--- config.mk ---
export PLATFORM = sky130hd
export DESIGN_NAME = bus_master_seq_flat
export DESIGN_NICKNAME = d
export VERILOG_FILES = /design/src/rtl/bus_seq_pkg.sv /design/src/rtl/bus_master_seq_if.sv /design/src/rtl/bus_seq_cmd_fifo.sv /design/src/rtl/bus_master_seq.sv /design/src/flat_wrapper.sv
export SDC_FILE = /design/constraint.sdc
export NUM_CORES = 1
export LEC_CHECK = 0
export ABC_AREA = 1
export BUFFER_PORTS_ARGS = -buffer_cell sky130_fd_sc_hd__buf_4
export CORE_ASPECT_RATIO = 0.75
export CORE_MARGIN = 8
export CORE_UTILIZATION = 56
export CTS_CLUSTER_SIZE = 30
export DETAILED_ROUTE_END_ITERATION = 12
export PLACE_DENSITY = 0.78
export SETUP_SLACK_MARGIN = 0.15
export SLEW_MARGIN = 20
export SYNTH_ARGS = -nofsm -noshare
export SYNTH_HDL_FRONTEND = slang
export SYNTH_SLANG_ARGS = --single-unit
--- constraint.sdc ---
create_clock -name clk -period 3.1 [get_ports clk]
set_input_delay 0.465 -clock clk [delete_from_list [all_inputs] [get_ports clk]]
set_output_delay 0.465 -clock clk [all_outputs]
set_load 0.01 [all_outputs]
--- src/rtl/bus_seq_pkg.sv ---
// Shared types and default widths for the bus master transfer sequencer.
package bus_seq_pkg;

    localparam int unsigned AW_DEF = 16;
    localparam int unsigned DW_DEF = 8;
    localparam int unsigned LW_DEF = 4;

    typedef enum logic [2:0] {
        ST_IDLE,
        ST_ISSUE,
        ST_SETTLE,
        ST_WAIT,
        ST_RESP
    } state_e;

    // Command payload at default widths (agents/benches build commands with it)
    typedef struct packed {
        logic [AW_DEF-1:0] addr;
        logic [DW_DEF-1:0] wdata;
        logic              wen;
        logic [LW_DEF-1:0] len;
    } cmd_t;

endpackage

--- src/rtl/bus_master_seq_if.sv ---
// Master-port bus signals between the sequencer and the bus top.
interface bus_master_seq_if #(
    parameter int unsigned AW = bus_seq_pkg::AW_DEF,
    parameter int unsigned DW = bus_seq_pkg::DW_DEF
);
    logic [AW-1:0] maddr;
    logic [DW-1:0] mwdata;
    logic          wen;
    logic          mwvalid;
    logic          mready;
    logic [DW-1:0] mrdata;

    modport master (output maddr, output mwdata, output wen, output mwvalid,
                    input mready, input mrdata);
    modport slave  (input maddr, input mwdata, input wen, input mwvalid,
                    output mready, output mrdata);
endinterface

--- src/rtl/bus_seq_cmd_fifo.sv ---
// Synchronous command FIFO with registered not_full/empty flags.
module bus_seq_cmd_fifo
    import bus_seq_pkg::*;
#(
    parameter int unsigned W     = 29,
    parameter int unsigned DEPTH = 4
) (
    input  logic         clk,
    input  logic         rstn,
    input  logic         push,
    input  logic [W-1:0] wdata,
    input  logic         pop,
    output logic [W-1:0] head_c,
    output logic         not_full,
    output logic         empty
);
    localparam int unsigned PW = (DEPTH > 1) ? $clog2(DEPTH) : 1;
    localparam int unsigned CW = PW + 1;

    logic [W-1:0]  mem_q [DEPTH];
    logic [PW-1:0] wptr_q, wptr_d, rptr_q, rptr_d;
    logic [CW-1:0] count_q, count_d;
    logic          not_full_q, not_full_d, empty_q, empty_d;
    logic          do_push, do_pop;

    // Pointer/occupancy update; flags derived from the next count so they are flops
    always_comb begin
        do_push = push && not_full_q;
        do_pop  = pop && !empty_q;
        wptr_d  = wptr_q;
        rptr_d  = rptr_q;
        count_d = count_q;
        if (do_push) wptr_d = wptr_q + PW'(1);
        if (do_pop)  rptr_d = rptr_q + PW'(1);
        case ({do_push, do_pop})
            2'b10:   count_d = count_q + CW'(1);
            2'b01:   count_d = count_q - CW'(1);
            default: count_d = count_q;
        endcase
        not_full_d = (count_d != CW'(DEPTH));
        empty_d    = (count_d == '0);
    end

    // Control state with synchronous active-low reset
    always_ff @(posedge clk) begin
        if (!rstn) begin
            wptr_q     <= '0;
            rptr_q     <= '0;
            count_q    <= '0;
            not_full_q <= 1'b1;
            empty_q    <= 1'b1;
        end else begin
            wptr_q     <= wptr_d;
            rptr_q     <= rptr_d;
            count_q    <= count_d;
            not_full_q <= not_full_d;
            empty_q    <= empty_d;
        end
    end

    // Storage needs no reset; occupancy decides what is valid
    always_ff @(posedge clk) begin
        if (do_push) mem_q[wptr_q] <= wdata;
    end

    assign head_c   = mem_q[rptr_q];
    assign not_full = not_full_q;
    assign empty    = empty_q;

endmodule

--- src/rtl/bus_master_seq.sv ---
// Master-side transfer sequencer: queued commands -> bus beats -> per-beat responses.
module bus_master_seq
    import bus_seq_pkg::*;
#(
    parameter int unsigned AW      = AW_DEF,
    parameter int unsigned DW      = DW_DEF,
    parameter int unsigned DEPTH   = 4,
    parameter int unsigned LW      = LW_DEF,
    parameter int unsigned SETTLE  = 4,
    parameter int unsigned TIMEOUT = 64
) (
    input  logic          clk,
    input  logic          rstn,
    input  logic          cmd_valid,
    output logic          cmd_ready,
    input  logic [AW-1:0] cmd_addr,
    input  logic [DW-1:0] cmd_wdata,
    input  logic          cmd_wen,
    input  logic [LW-1:0] cmd_len,
    output logic          rsp_valid,
    input  logic          rsp_ready,
    output logic [DW-1:0] rsp_rdata,
    output logic          rsp_err,
    output logic          rsp_last,
    bus_master_seq_if.master bus
);
    localparam int unsigned CW  = AW + DW + 1 + LW;
    localparam int unsigned SCW = (SETTLE > 1) ? $clog2(SETTLE) : 1;
    localparam int unsigned TCW = $clog2(TIMEOUT);

    typedef struct packed {
        logic [AW-1:0] addr;
        logic [DW-1:0] wdata;
        logic          wen;
        logic [LW-1:0] len;
    } cmd_w_t;

    cmd_w_t cmd_in, cmd_head;
    logic   fifo_not_full, fifo_empty, pop_c;

    state_e         state_q, state_d;
    logic [AW-1:0]  maddr_q, maddr_d;
    logic [DW-1:0]  mwdata_q, mwdata_d;
    logic           wen_q, wen_d, mwvalid_q, mwvalid_d;
    logic [LW-1:0]  beats_q, beats_d;
    logic [SCW-1:0] settle_q, settle_d;
    logic [TCW-1:0] wait_q, wait_d;
    logic           rsp_valid_q, rsp_valid_d, rsp_err_q, rsp_err_d, rsp_last_q, rsp_last_d;
    logic [DW-1:0]  rsp_rdata_q, rsp_rdata_d;

    // Pack the incoming command for the queue
    always_comb begin
        cmd_in.addr  = cmd_addr;
        cmd_in.wdata = cmd_wdata;
        cmd_in.wen   = cmd_wen;
        cmd_in.len   = cmd_len;
    end

    bus_seq_cmd_fifo #(.W(CW), .DEPTH(DEPTH)) u_fifo (
        .clk      (clk),
        .rstn     (rstn),
        .push     (cmd_valid),
        .wdata    (cmd_in),
        .pop      (pop_c),
        .head_c   (cmd_head),
        .not_full (fifo_not_full),
        .empty    (fifo_empty)
    );

    // Next-state and output decode; WAIT lasts at most TIMEOUT-1 cycles so an
    // unanswered beat responds SETTLE+TIMEOUT cycles after its pulse
    always_comb begin
        state_d     = state_q;
        maddr_d     = maddr_q;
        mwdata_d    = mwdata_q;
        wen_d       = wen_q;
        mwvalid_d   = 1'b0;
        beats_d     = beats_q;
        settle_d    = settle_q;
        wait_d      = wait_q;
        rsp_valid_d = rsp_valid_q;
        rsp_err_d   = rsp_err_q;
        rsp_last_d  = rsp_last_q;
        rsp_rdata_d = rsp_rdata_q;
        pop_c       = 1'b0;
        case (state_q)
            ST_IDLE: begin
                if (!fifo_empty && bus.mready) begin
                    pop_c     = 1'b1;
                    maddr_d   = cmd_head.addr;
                    wen_d     = cmd_head.wen;
                    mwdata_d  = cmd_head.wen ? cmd_head.wdata : '0;
                    beats_d   = cmd_head.len;
                    mwvalid_d = 1'b1;
                    state_d   = ST_ISSUE;
                end
            end
            ST_ISSUE: begin
                settle_d = '0;
                state_d  = ST_SETTLE;
            end
            ST_SETTLE: begin
                if (settle_q == SCW'(SETTLE - 1)) begin
                    wait_d  = '0;
                    state_d = ST_WAIT;
                end else begin
                    settle_d = settle_q + SCW'(1);
                end
            end
            ST_WAIT: begin
                if (bus.mready) begin
                    rsp_valid_d = 1'b1;
                    rsp_rdata_d = wen_q ? '0 : bus.mrdata;
                    rsp_err_d   = 1'b0;
                    rsp_last_d  = (beats_q == '0);
                    state_d     = ST_RESP;
                end else if (wait_q == TCW'(TIMEOUT - 2)) begin
                    rsp_valid_d = 1'b1;
                    rsp_rdata_d = '0;
                    rsp_err_d   = 1'b1;
                    rsp_last_d  = 1'b1;
                    state_d     = ST_RESP;
                end else begin
                    wait_d = wait_q + TCW'(1);
                end
            end
            ST_RESP: begin
                if (rsp_valid_q) begin
                    if (rsp_ready) begin
                        rsp_valid_d = 1'b0;
                        if (rsp_last_q) begin
                            state_d = ST_IDLE;
                        end else begin
                            maddr_d = maddr_q + AW'(1);
                            beats_d = beats_q - LW'(1);
                            if (bus.mready) begin
                                mwvalid_d = 1'b1;
                                state_d   = ST_ISSUE;
                            end
                        end
                    end
                end else if (bus.mready) begin
                    // beat already accepted; stalled for the bus to go idle
                    mwvalid_d = 1'b1;
                    state_d   = ST_ISSUE;
                end
            end
            default: state_d = ST_IDLE;
        endcase
    end

    // State and registered outputs; reset abandons any transfer silently
    always_ff @(posedge clk) begin
        if (!rstn) begin
            state_q     <= ST_IDLE;
            maddr_q     <= '0;
            mwdata_q    <= '0;
            wen_q       <= 1'b0;
            mwvalid_q   <= 1'b0;
            beats_q     <= '0;
            settle_q    <= '0;
            wait_q      <= '0;
            rsp_valid_q <= 1'b0;
            rsp_err_q   <= 1'b0;
            rsp_last_q  <= 1'b0;
            rsp_rdata_q <= '0;
        end else begin
            state_q     <= state_d;
            maddr_q     <= maddr_d;
            mwdata_q    <= mwdata_d;
            wen_q       <= wen_d;
            mwvalid_q   <= mwvalid_d;
            beats_q     <= beats_d;
            settle_q    <= settle_d;
            wait_q      <= wait_d;
            rsp_valid_q <= rsp_valid_d;
            rsp_err_q   <= rsp_err_d;
            rsp_last_q  <= rsp_last_d;
            rsp_rdata_q <= rsp_rdata_d;
        end
    end

    assign cmd_ready   = fifo_not_full;
    assign rsp_valid   = rsp_valid_q;
    assign rsp_rdata   = rsp_rdata_q;
    assign rsp_err     = rsp_err_q;
    assign rsp_last    = rsp_last_q;
    assign bus.maddr   = maddr_q;
    assign bus.mwdata  = mwdata_q;
    assign bus.wen     = wen_q;
    assign bus.mwvalid = mwvalid_q;

endmodule

--- src/flat_wrapper.sv ---
// flat-port wrapper written by rule: the top's interface ports become plain ports
module bus_master_seq_flat import bus_seq_pkg::*;
#(
    parameter int unsigned AW      = AW_DEF,
    parameter int unsigned DW      = DW_DEF,
    parameter int unsigned DEPTH   = 4,
    parameter int unsigned LW      = LW_DEF,
    parameter int unsigned SETTLE  = 4,
    parameter int unsigned TIMEOUT = 64
)
  (clk, rstn, cmd_valid, cmd_ready, cmd_addr, cmd_wdata, cmd_wen, cmd_len, rsp_valid, rsp_ready, rsp_rdata, rsp_err, rsp_last, bus_maddr, bus_mwdata, bus_wen, bus_mwvalid, bus_mready, bus_mrdata);
  bus_master_seq_if #(.AW(AW), .DW(DW)) bus_i ();
  input  logic clk;
  input  logic rstn;
  input  logic cmd_valid;
  output logic cmd_ready;
  input  logic [AW-1:0] cmd_addr;
  input  logic [DW-1:0] cmd_wdata;
  input  logic cmd_wen;
  input  logic [LW-1:0] cmd_len;
  output logic rsp_valid;
  input  logic rsp_ready;
  output logic [DW-1:0] rsp_rdata;
  output logic rsp_err;
  output logic rsp_last;
  output wire logic [$bits(bus_i.maddr)-1:0] bus_maddr;
  output wire logic [$bits(bus_i.mwdata)-1:0] bus_mwdata;
  output wire logic [$bits(bus_i.wen)-1:0] bus_wen;
  output wire logic [$bits(bus_i.mwvalid)-1:0] bus_mwvalid;
  input wire logic [$bits(bus_i.mready)-1:0] bus_mready;
  input wire logic [$bits(bus_i.mrdata)-1:0] bus_mrdata;
  assign bus_maddr = bus_i.maddr;
  assign bus_mwdata = bus_i.mwdata;
  assign bus_wen = bus_i.wen;
  assign bus_mwvalid = bus_i.mwvalid;
  assign bus_i.mready = bus_mready;
  assign bus_i.mrdata = bus_mrdata;
  bus_master_seq #(.AW(AW), .DW(DW), .DEPTH(DEPTH), .LW(LW), .SETTLE(SETTLE), .TIMEOUT(TIMEOUT)) u_core (.clk(clk), .rstn(rstn), .cmd_valid(cmd_valid), .cmd_ready(cmd_ready), .cmd_addr(cmd_addr), .cmd_wdata(cmd_wdata), .cmd_wen(cmd_wen), .cmd_len(cmd_len), .rsp_valid(rsp_valid), .rsp_ready(rsp_ready), .rsp_rdata(rsp_rdata), .rsp_err(rsp_err), .rsp_last(rsp_last), .bus(bus_i));
endmodule
; Word-level counts from Yosys, hierarchy flattened
; Memories as Yosys holds them, arrays and structs flattened. A register that Yosys moved wholly into a read port is not among the register bits.
; Index checks and enable logic that the tools add are counted.
[word_totals]
ff_bits = 61
ramBits = 116
input_bits = 42
output_inout_bits = 38
wordCells = 112
n_memories = 1
[op_classes]
n_addsub = 8
n_eq_ne = 19
mux = 48
reduce_logical = 19
[mem_list]
columns = memory, words, width, read_ports, rd_clocked_by_memory_dff, write_ports, line
row1 = u_core.u_fifo.mem_q, 4, 29, 1, 1, 1, bus_seq_cmd_fifo.sv:20  ; logic [W-1:0] mem_q [DEPTH];
[ops]
columns = op, count
row1 = 16-bit two-way mux, 4
row2 = 8-bit two-way mux, 4
row3 = 16-bit case mux with 2 select lines, 1
row4 = 3-bit two-way mux, 8
row5 = 6-bit two-way mux, 3
row6 = 16-bit by 1-bit adder with 16-bit output (second input constant), 1
row7 = 4-bit two-way mux, 4
row8 = 3-bit case mux with 5 select lines, 1
row9 = 1-bit two-way mux, 14
row10 = 6-bit case mux with 2 select lines, 1
row11 = 2-bit inequality test (second input constant), 5
row12 = 2-bit nonzero test, 5
row13 = 4-bit case mux with 2 select lines, 1
row14 = 2-bit AND reduction, 4
row15 = 4-bit AND reduction, 2
row16 = 2-bit by 1-bit adder with 2-bit output (second input constant), 3
row17 = 6-bit by 1-bit adder with 6-bit output (second input constant), 1
row18 = 3-bit by 2-bit == test with 1-bit output (second input constant), 2
row19 = 6-bit == test (second input constant), 1
row20 = 3-bit logical NOT, 2
row21 = 2-bit two-way mux, 3
row22 = 2-bit by 1-bit inequality test with 1-bit output (second input constant), 3
row23 = 3-bit inequality test (second input constant), 2
row24 = 3-bit case mux with 2 select lines, 1
row25 = other kinds (14), 18

; Depth between registers and ports, before layout
; Gate-level depths: netlist of the first run.
[depth]
ltp_word = 8
ltp_mapped = 13
depth_no_buf = 13

; By module
; From an unflattened synthesis of the first run, not the netlist that was laid out.
[hier_totals]
hier_cells = 773
hier_area_um2 = 7958.9
[modules_own_cells]
columns = mod, n_inst, cells_per_inst, area_each_um2, seq_area_each_um2
row1 = bus_seq_cmd_fifo, 1, 347, 5123.7, 3703.6
row2 = bus_master_seq, 1, 426, 2835.2, 1041.0

; Worst setup path after synthesis of the first run
; OpenSTA, ideal clock, no wires.
[synth_timing]
kind = input to register
startpoint = input cmd_valid
endpoint = memory u_core.u_fifo.mem_q[0][0] (enable)
setup_ps = 415
arrival_ps = 1871
required_ps = 2685
path_slack_ps = 814
stages = 2
cell_sequence = nand2_1 -> nor2_1
[synth_via]
elab_chain_cells = 3
[synth_lines]
columns = item, line
row1 = from (decl), flat_wrapper.sv:15  ; input logic cmd_valid;
row2 = 1-bit logical AND, bus_seq_cmd_fifo.sv:28  ; do_push = push && not_full_q;
row3 = 1-bit two-way mux, bus_seq_cmd_fifo.sv:63  ; if (do_push) mem_q[wptr_q] <= wdata;
row4 = 1-bit two-way mux (implied by the code), bus_seq_cmd_fifo.sv:63
row5 = to (decl), bus_seq_cmd_fifo.sv:20
; No other way between the ends.

; Worst setup path after layout of the first run
[layout_timing]
startpoint = register u_core.state_q[1]
endpoint = register u_core.u_fifo.not_full_q, in the netlist u_core.u_fifo.not_full
[layout_via]
elab_chain_cells = 6
elab_cells_between_ends = 7
classes_between = eq/ne: 3 / mux: 2 / reduce/logical: 2
[layout_lines]
columns = item, line
row1 = from (decl), bus_master_seq.sv:41  ; state_e state_q, state_d;
row2 = from (signal assigned), bus_master_seq.sv:168  ; state_q <= state_d;
row3 = 3-bit logical NOT *, bus_master_seq.sv:86  ; case (state_q)
row4 = 1-bit two-way mux *, bus_master_seq.sv:86
row5 = 1-bit logical AND *, bus_seq_cmd_fifo.sv:29  ; do_pop = pop && !empty_q;
row6 = net u_core.u_fifo.do_pop, bus_seq_cmd_fifo.sv:24  ; logic do_push, do_pop;
row7 = 2-bit by 1-bit == test with 1-bit output / 2-bit == test (equally long branches), bus_seq_cmd_fifo.sv:35  ; case ({do_push, do_pop})
row8 = 3-bit case mux with 2 select lines *, bus_seq_cmd_fifo.sv:35
row9 = 3-bit inequality test *, bus_seq_cmd_fifo.sv:40  ; not_full_d = (count_d != CW'(DEPTH));
row10 = to (signal assigned), bus_seq_cmd_fifo.sv:56  ; not_full_q <= not_full_d;
row11 = to (decl), bus_seq_cmd_fifo.sv:23  ; logic not_full_q, not_full_d, empty_q, empty_d;
; The timed path passes the listed nets; every way through them passes the cells marked *.
; A chain may end at the register's enable or synchronous reset.

==> metrics, run 1 <==
status complete, no violations; drt drc 0; PD cells 822 nW/um2; syn_nets 835; min Tclk post-route 2.35 ns; top cell type's share of synthesized area 46.2%; final-report hold violation count 0; largest net degree at the start of global routing 59; synth unique cells 33; Cell Area, Synth 7540 um2; max_slew headroom 47.7%; IO Port Bufs 79; Max Cap Viol 0; Die Area 17500 um2; Iter 0 DRT Violations 510; EDFF count, synth 116; I/O pins 80; initial antenna violation count 0; initial core utilization 57.7%; Max clock buf depth 2; top_reg_cell synth edfxtp_1; CTS Hold Bufs 0; chip height 117 um; sequential area share after synthesis 62.9%; total track usage 20.5%; Lkg Pwr 3.47 nW; Avg WL per Cell 16.9 um; largest cells by area after synthesis edfxtp_1 46%, dfxtp_1 17%, nand2_1 7.8%; # diodes 0; P&R area growth vs syn 17.9%; CTS tree yes; Placer Congestion 0.839; Max Clk Rate 0.425 GHz; vias in the first global route 5637; total power 0.00731 W; setup slack at placement 0.618 ns; Fillers 962; via density per instance 5.57; CTS buffer count 17; Core Util, Final 68.1%; Crit path required time 3.40 ns; Slew Viols, Final 0; ratio of cells with drive above 1 in the final layout 15.9%; Register Area 4740 um2; Final Net Count 913; Setup Skew 0.0177 ns; Worst Path Arrival 2.65 ns; setup bufs post-CTS 0; CORE AREA 13100 um2; CTS sink count 179; # resized after CTS 0; Async S/R FF share, synth 0%; antenna viol nets, final 0; GRT overflow 0; startpoint types flop; Setup crit end kind flop; Post-DP Area 8310 um2; Hold Crit Class in -> reg; TNS Setup 0 ns; WS Path Type reg -> reg; Clock transition at path regs 0.07 ns; latest clock arrival within the worst-skew pair 0.44 ns; CTS Root Buffer Type clkbuf_16; Avg Cell Area, Syn 9.64 um2; H-tree depth 4; Max FO, Critical Path 7; row cnt 36; Gate Count Post-Synth 782; FF+latch count, synth 179; synth warn 0; Post-DP HPWL 11500 um; Max VDD drop 470 uV; vias 5819; area of the multi-input gates 2460 um2; post-synth top area cell edfxtp_1; drt first pass iters 5; worst-margin pin slew 0.779 ns; final WL 17600 um; Final Cell Area 8890 um2; Die Width 150 um; first-pass GRT wire length 28000 um; RSZ-0062 raised after global routing false; Setup-failing EPs final 0; Period Utilization, post-route 75.8%; Worst Slack Setup Final 0.749 ns
where the power goes:
part | switching [W] | internal [W]
sequential | 0.000286 | 0.00287
clock | 0.000945 | 0.00117
combinational | 0.00131 | 0.000721
cells in the final DEF (no fill, tap or decap), drive strengths merged:
cell type	n
nand2	158
edfxtp	116
nor2	115
buf	91
o21ai	84
a21oi	68
dfxtp	63
inv	62
nand3	47
clkbuf	21
o22ai	10
ha	10
xnor2	6
nand4	4
xor2	3
nor3	3
clkinv	3
nand3b	1
o211a	1
o211ai	1
a31o	1
o21bai	1
o31ai	1
fa	1
bufinv	1
clkinvlp	1
synthesized netlist by cell type, drive strengths merged (3+ instances only):
cell    instances
nand2         158
edfxtp        116
nor2          115
o21ai          84
a21oi          68
dfxtp          63
inv            55
nand3          47
clkbuf         17
buf            15
ha             10
o22ai          10
xnor2           6
nand4           4
nor3            3
xor2            3
worst max-delay path: stages, from the launching register on:
cell     delay, ns
dfxtp_1       0.38
nor2_4        0.18
inv_2         0.06
nor3_4        0.23
ha_1          0.24
inv_1         0.07
fa_1          0.38
nand2_1       0.09
nand3_1       0.09
xnor2_1       0.19
inv_1         0.07
nor2_1        0.15
nand3_1       0.08
state kept, by name (all words and copies together) (netlist names), 2 cells and up, named ones only:
signal,cells
u_core.u_fifo.mem_q,116
u_core.bus.maddr,16
u_core.bus.mwdata,8
u_core.rsp_rdata,8
u_core.wait_q,6
u_core.beats_q,4
u_core.state_q,3
u_core.settle_q,2
u_core.u_fifo.count_q,2
u_core.u_fifo.rptr_q,2
u_core.u_fifo.wptr_q,2
per-layer routing:
layer | GRT usage, % | wire (um) | vias up
li1 | - | - | 2815
met1 | 27.1 | 7710 | 2773
met2 | 33.3 | 8470 | 216
met3 | 4.07 | 1250 | 15
met4 | 7.37 | 184 | 0
met5 | 0 | 0 | -
cell type report:
| cell class | count | share of cell area (%) |
|---|---|---|
| sequential | 179 | 53.3 |
| multi-input combinational | 515 | 27.7 |
| timing repair buffer | 91 | 7.68 |
| clock buffer | 21 | 5.18 |
| tap | 171 | 2.41 |
| inverter | 56 | 2.36 |
| clock inverter | 11 | 1.34 |
logic make-up after synthesis:
kind of cell | synth area share (%)
XOR/XNOR | 1.05
AND/OR/NAND/NOR | 17.8
flip-flops | 62.9
buffers and inverters | 4.58
AO/OA/AOI/OAI | 11.8
adder cells (fa/ha/maj) | 1.92
through the flow:
stage	cells	hold slack, ns
after global placement	1012	0.451
after detailed placement	1012	0.459
final	1044	0.226
after CTS	1044	0.220
after floorplan	782	0.436
after global routing	1044	0.214
worst paths after layout:
| kind | from | endpoint | slack, ns | depth (start not counted) |
|---|---|---|---|---|
| hold / removal | cmd_addr[10] | u_core.u_fifo.mem_q[0][23] | 0.23 | 1 |
| hold reg to reg | u_core.rsp_rdata[0] | u_core.rsp_rdata[0] | 0.47 | 2 |
| setup / recovery | u_core.state_q[1] | u_core.u_fifo.not_full | 0.75 | 12 |
| setup reg to reg | u_core.state_q[1] | u_core.u_fifo.not_full | 0.75 | 12 |
(Power assumes the default switching activity.)
==> run 2, diff against run 1 <==
clock period = 2.2 ns   (was 3.1 ns; I/O delays follow)
==> metrics, run 2 (synthesis gave the netlist of run 1 again) <==
status complete, no violations; Hold Crit Class in -> reg; first-pass GRT wire length 28400 um; Max Cap Viol 0; Min-Delay Endpoint u_core.u_fifo.mem_q[0][7]; CTS sink count 179; sw power 0.00366 W; largest net degree at the start of global routing 57; I/O pins 80; sw frac 35.0%; commonest non-fill, non-tap cell in the layout nand2_1; total track usage 20.8%; Crit path required time 2.51 ns; P&R area growth vs syn 19.7%; initial core utilization 57.7%; GRT overflow 0; drt drc 0; initial antenna violation count 0; # diodes 0; Worst Path Arrival 2.34 ns; PD cells 1160 nW/um2; final-report hold violation count 0; Die Area 17500 um2; Max FO, Critical Path 2; Int Pwr 0.00679 W; drt first pass iters 5; Setup-failing EPs final 0; Avg WL per Cell 16.8 um; Period Utilization, post-route 92.3%; final WL 17700 um; Hold Path Depth 1; Worst Slack Setup Final 0.170 ns; Lkg Pwr 3.56 nW; worst-margin pin slew 0.619 ns; latest clock arrival within the worst-skew pair 0.42 ns; Max VDD drop 708 uV; Max Clk Rate 0.493 GHz; r2r setup slk 0.17 ns; antenna viol nets, final 0; Clock transition at path regs 0.07 ns; startpoint types flop; largest register by flop count u_core.u_fifo.mem_q; most frequent cells in the layout 157 x nand2_1, 116 x edfxtp_1, 106 x nor2_1; Comb pwr share 29.0%; Placer Congestion 0.868; Clock power frac 28.4%; Slew Viols, Final 0; Core Util, Final 69.1%; Setup crit end kind flop; CORE AREA 13100 um2; CTS Root Buffer Type clkbuf_16; FF-to-FF Start u_core.state_q[1]; vias in the first global route 5748; Largest register FFs 116; CTS tree yes; cells on worst reg2reg path 12; Max clock buf depth 2; H-tree depth 4; row cnt 36; Final Net Count 923; Post-DP HPWL 11200 um; total power 0.0105 W; Crit Reg-Reg Endpoint u_core.u_fifo.not_full; hold path start cmd_wdata[2]; RSZ-0062 raised after global routing true; Die Width 150 um; TNS Setup 0 ns; IO Port Bufs 79; max_slew headroom 58.6%; vias 5831; ratio of cells with drive above 1 in the final layout 18.1%; WS Path Type reg -> reg; via density per instance 5.53; CTS buffer count 17; Iter 0 DRT Violations 511; chip height 117 um; sequential share of power 42.6%; setup slack at placement 0.0562 ns; Setup Skew 0.00865 ns; min Tclk post-route 2.03 ns
[run 2: cell count changes in the layout (fill, tap and decap cells not counted), moves of 2 or more]
| cell | previous run | this run |
|---|---|---|
| buf_4 | 91 | 100 |
| clkbuf_1 | 2 | 0 |
| dfxtp_1 | 63 | 60 |
| dfxtp_2 | 0 | 2 |
| inv_6 | 4 | 2 |
| inv_8 | 2 | 6 |
[run 2: repair_timing]
action / 4_1_cts / 5_1_grt
setup buffers: 4 / 1
hold endpoints to repair: 0 / 0
pin swaps: 4 / 3
setup endpoints to repair: 1 / 3
gates resized for setup: 6 / 5
hold buffers: 0 / 0
[run 2: how the worst max path moves through the flow]
stage,startpoint,to,cells after the start
6_report,u_core.state_q[1],u_core.u_fifo.not_full,12
4_1_cts,u_core.state_q[1],u_core.u_fifo.not_full,12
2_1_floorplan,u_core.u_fifo.wptr_q[0],u_core.u_fifo.mem_q[0][0],4
3_3_place_gp,bus_mready,u_core.u_fifo.not_full,12
5_1_grt,u_core.state_q[1],u_core.u_fifo.not_full,12
3_5_place_dp,bus_mready,u_core.u_fifo.not_full,12
[run 2: power by group through the flow]
stage | Sequential, W | Combinational, W | Clock [W]
final | 0.00445 | 0.00303 | 0.00297
after floorplan | 0.00449 | 0.00184 | 0
after global placement | 0.00447 | 0.00278 | 0
after global routing | 0.00451 | 0.00340 | 0.00316
after detailed placement | 0.00450 | 0.00287 | 0
after CTS | 0.00443 | 0.00297 | 0.00302
[run 2: area by class of cell]
cell class                      instances  area [um2]
Fill cell                             955        4030
Sequential cell                       179        4750
Timing Repair Buffer                  101         771
Multi-Input combinational cell        515        2490
Clock inverter                         13         133
Tap cell                              171         214
Clock buffer                           19         464
Inverter                               56         210
[run 2: critical path: stages, from the launching register on]
cell and delay (ns):
dfxtp_4 0.35, nor2_4 0.13, inv_2 0.06, nor3_4 0.14, ha_2 0.21, inv_1 0.06, fa_2 0.34, nand2_1 0.10
nand3_2 0.10, xnor2_2 0.15, inv_1 0.08, nor2_2 0.11, nand3_1 0.08
[run 2: routing by layer]
layer | track usage, % | share of wire [%] | vias to the layer above
met3 | 4.76 | 6.6 | 27
met5 | 0 | 0 | -
met1 | 26.7 | 43 | 2769
met4 | 7.37 | 1.4 | 0
met2 | 34.3 | 49 | 199
li1 | - | - | 2836
[run 2: metrics by stage]
step / cells / hold slack (ns) / instance area, um2
floorplan: 782 / 0.429 / 7540
global placement: 1017 / 0.445 / 8360
detailed placement: 1017 / 0.454 / 8360
CTS: 1053 / 0.0846 / 9010
global route: 1054 / 0.0826 / 9030
finish: 1054 / 0.101 / 9030
==> run 3, diff against run 2 <==
CORE_UTILIZATION = 53   (was 56)
PLACE_DENSITY = 0.77   (was 0.78)
SKIP_LAST_GASP = 1   (was default)
clock period = 1.8 ns   (was 2.2 ns; I/O delays follow)
==> metrics, run 3 (synthesis gave the netlist of run 1 again) <==
initial core utilization 54.7%; Iter 0 DRT Violations 441; initial antenna violation count 0; row cnt 37; worst-margin pin slew 0.397 ns; Max Clk Rate 0.525 GHz; Worst Slack Setup Final -0.106 ns; Setup crit end kind flop; via density per instance 5.44; Fillers 1002; status finished with violations; largest register by flop count u_core.u_fifo.mem_q; final-report hold violation count 0; WP buf/inv 4; min Tclk post-route 1.91 ns; largest net degree at the start of global routing 41; Post-DP HPWL 10900 um; Max clock buf depth 2; Final Net Count 944; Min-Delay Endpoint u_core.u_fifo.mem_q[3][7]; Hold Path Depth 1; Slew Viols, Final 0; failing checks negative setup slack; setup slack at placement -0.185 ns; WS Path Type reg -> reg; P&R area growth vs syn 25.1%; commonest non-fill, non-tap cell in the layout nand2_1; I/O pins 80; Crit Reg-Reg Endpoint u_core.u_fifo.not_full; area of the multi-input gates 2590 um2; Max FO, Critical Path 2; Period Utilization, post-route 106%; drt first pass iters 4; vias 5872; latest clock arrival within the worst-skew pair 0.42 ns; cells on worst reg2reg path 13; total power 0.0137 W; CTS sink count 179; Setup-failing EPs final 2; Die Area 18300 um2; CTS Root Buffer Type clkbuf_16; Max Cap Viol 0; CTS tree yes; crit path cell chain nor2_4 > inv_2 > nor3_4 > ha_2 > inv_2 > fa_2 > inv_2 > nand2_1 > nand3_2 > xnor2_2 > inv_1 > nor2_2 > nand3_1; slowest stage delay, CP 0.35 ns; Register Area 4750 um2; Crit path top cell by count inv_2; chip height 119 um; CORE AREA 13800 um2; Largest register FFs 116; Hold Crit Class in -> reg; # diodes 0; antenna viol nets, final 0; Crit path required time 2.11 ns; Die Width 154 um; final WL 17500 um; ratio of cells with drive above 1 in the final layout 22.0%; first-pass GRT wire length 27200 um; slowest CP cell fa_2; GRT overflow 0; Clock transition at path regs 0.07 ns; Placer Congestion 0.866; IO Port Bufs 79; most frequent cells in the layout 151 x nand2_1, 116 x edfxtp_1, 109 x buf_4; startpoint types flop; max_slew headroom 73.3%; r2r setup slk -0.11 ns; FF-to-FF Start u_core.state_q[0]; Core Util, Final 68.4%; PD cells 1450 nW/um2; total track usage 18.6%; Avg WL per Cell 16.2 um; CTS buffer count 17; Lkg Pwr 3.70 nW; Worst Path Arrival 2.22 ns; drt drc 0; hold path start cmd_wdata[2]; critical path's top delay family simple AND/OR/NAND/NOR gates; Hold Worst Slack 0.0416 ns; H-tree depth 4; Max VDD drop 825 uV; vias in the first global route 5473; Setup Skew 0.00513 ns; RSZ-0062 raised after global routing true; TNS Setup -0.161 ns
run 3: worst max-delay path by stage:
stage / slack, ns / cells past startpoint / endpoint / startpoint
after floorplan: -0.15 / 12 / u_core.u_fifo.not_full / u_core.state_q[0]
after global placement: -0.10 / 12 / u_core.u_fifo.not_full / bus_mready
after detailed placement: -0.19 / 12 / u_core.u_fifo.not_full / bus_mready
after CTS: -0.14 / 12 / u_core.u_fifo.not_full / u_core.state_q[1]
final: -0.11 / 13 / u_core.u_fifo.not_full / u_core.state_q[0]
after global routing: -0.24 / 13 / u_core.u_fifo.not_full / u_core.state_q[0]
run 3: per-stage QoR:
stage,area [um2],std cells
final,9440,1079
after global routing,9440,1079
after CTS,9240,1072
after detailed placement,8600,1037
after global placement,8600,1037
after floorplan,7560,782
run 3: report_power, final:
| part | switching (W) | internal [W] | leakage [nW] |
|---|---|---|---|
| sequential | 0.000425 | 0.00495 | 1.58 |
| clock | 0.00162 | 0.00209 | 0.290 |
| combinational | 0.00266 | 0.00191 | 1.83 |
run 3: per-layer routing:
layer / vias to the layer above / track usage (%) / share of wire [%]
met1: 2769 / 25.2 / 45
met2: 196 / 29.5 / 47
met5: - / 0 / 0
met3: 25 / 3.87 / 6.7
li1: 2882 / - / -
met4: 0 / 6.41 / 1.4
run 3: repair_timing:
action | CTS | global route
buffers inserted | 3 | 4
hold buffers | 0 | 0
pin swaps | 7 | 7
setup endpoints to repair | 4 | 37
hold endpoints to repair | 0 | 0
cloned | 0 | 3
gates resized for setup | 4 | 38
run 3: worst register-to-register path, cell delays in order (launching register included):
cell	delay, ns
dfxtp_2	0.33
nor2_4	0.13
inv_2	0.05
nor3_4	0.12
ha_2	0.21
inv_2	0.05
fa_2	0.35
inv_2	0.06
nand2_1	0.05
nand3_2	0.09
xnor2_2	0.12
inv_1	0.07
nor2_2	0.10
nand3_1	0.07
run 3: final cells by class:
cell class	count	area share, %
multi-input combinational	516	27.4
timing repair buffer	121	11.2
tap	175	2.32
inverter	56	2.33
sequential	179	50.3
clock buffer	18	4.55
clock inverter	14	1.80
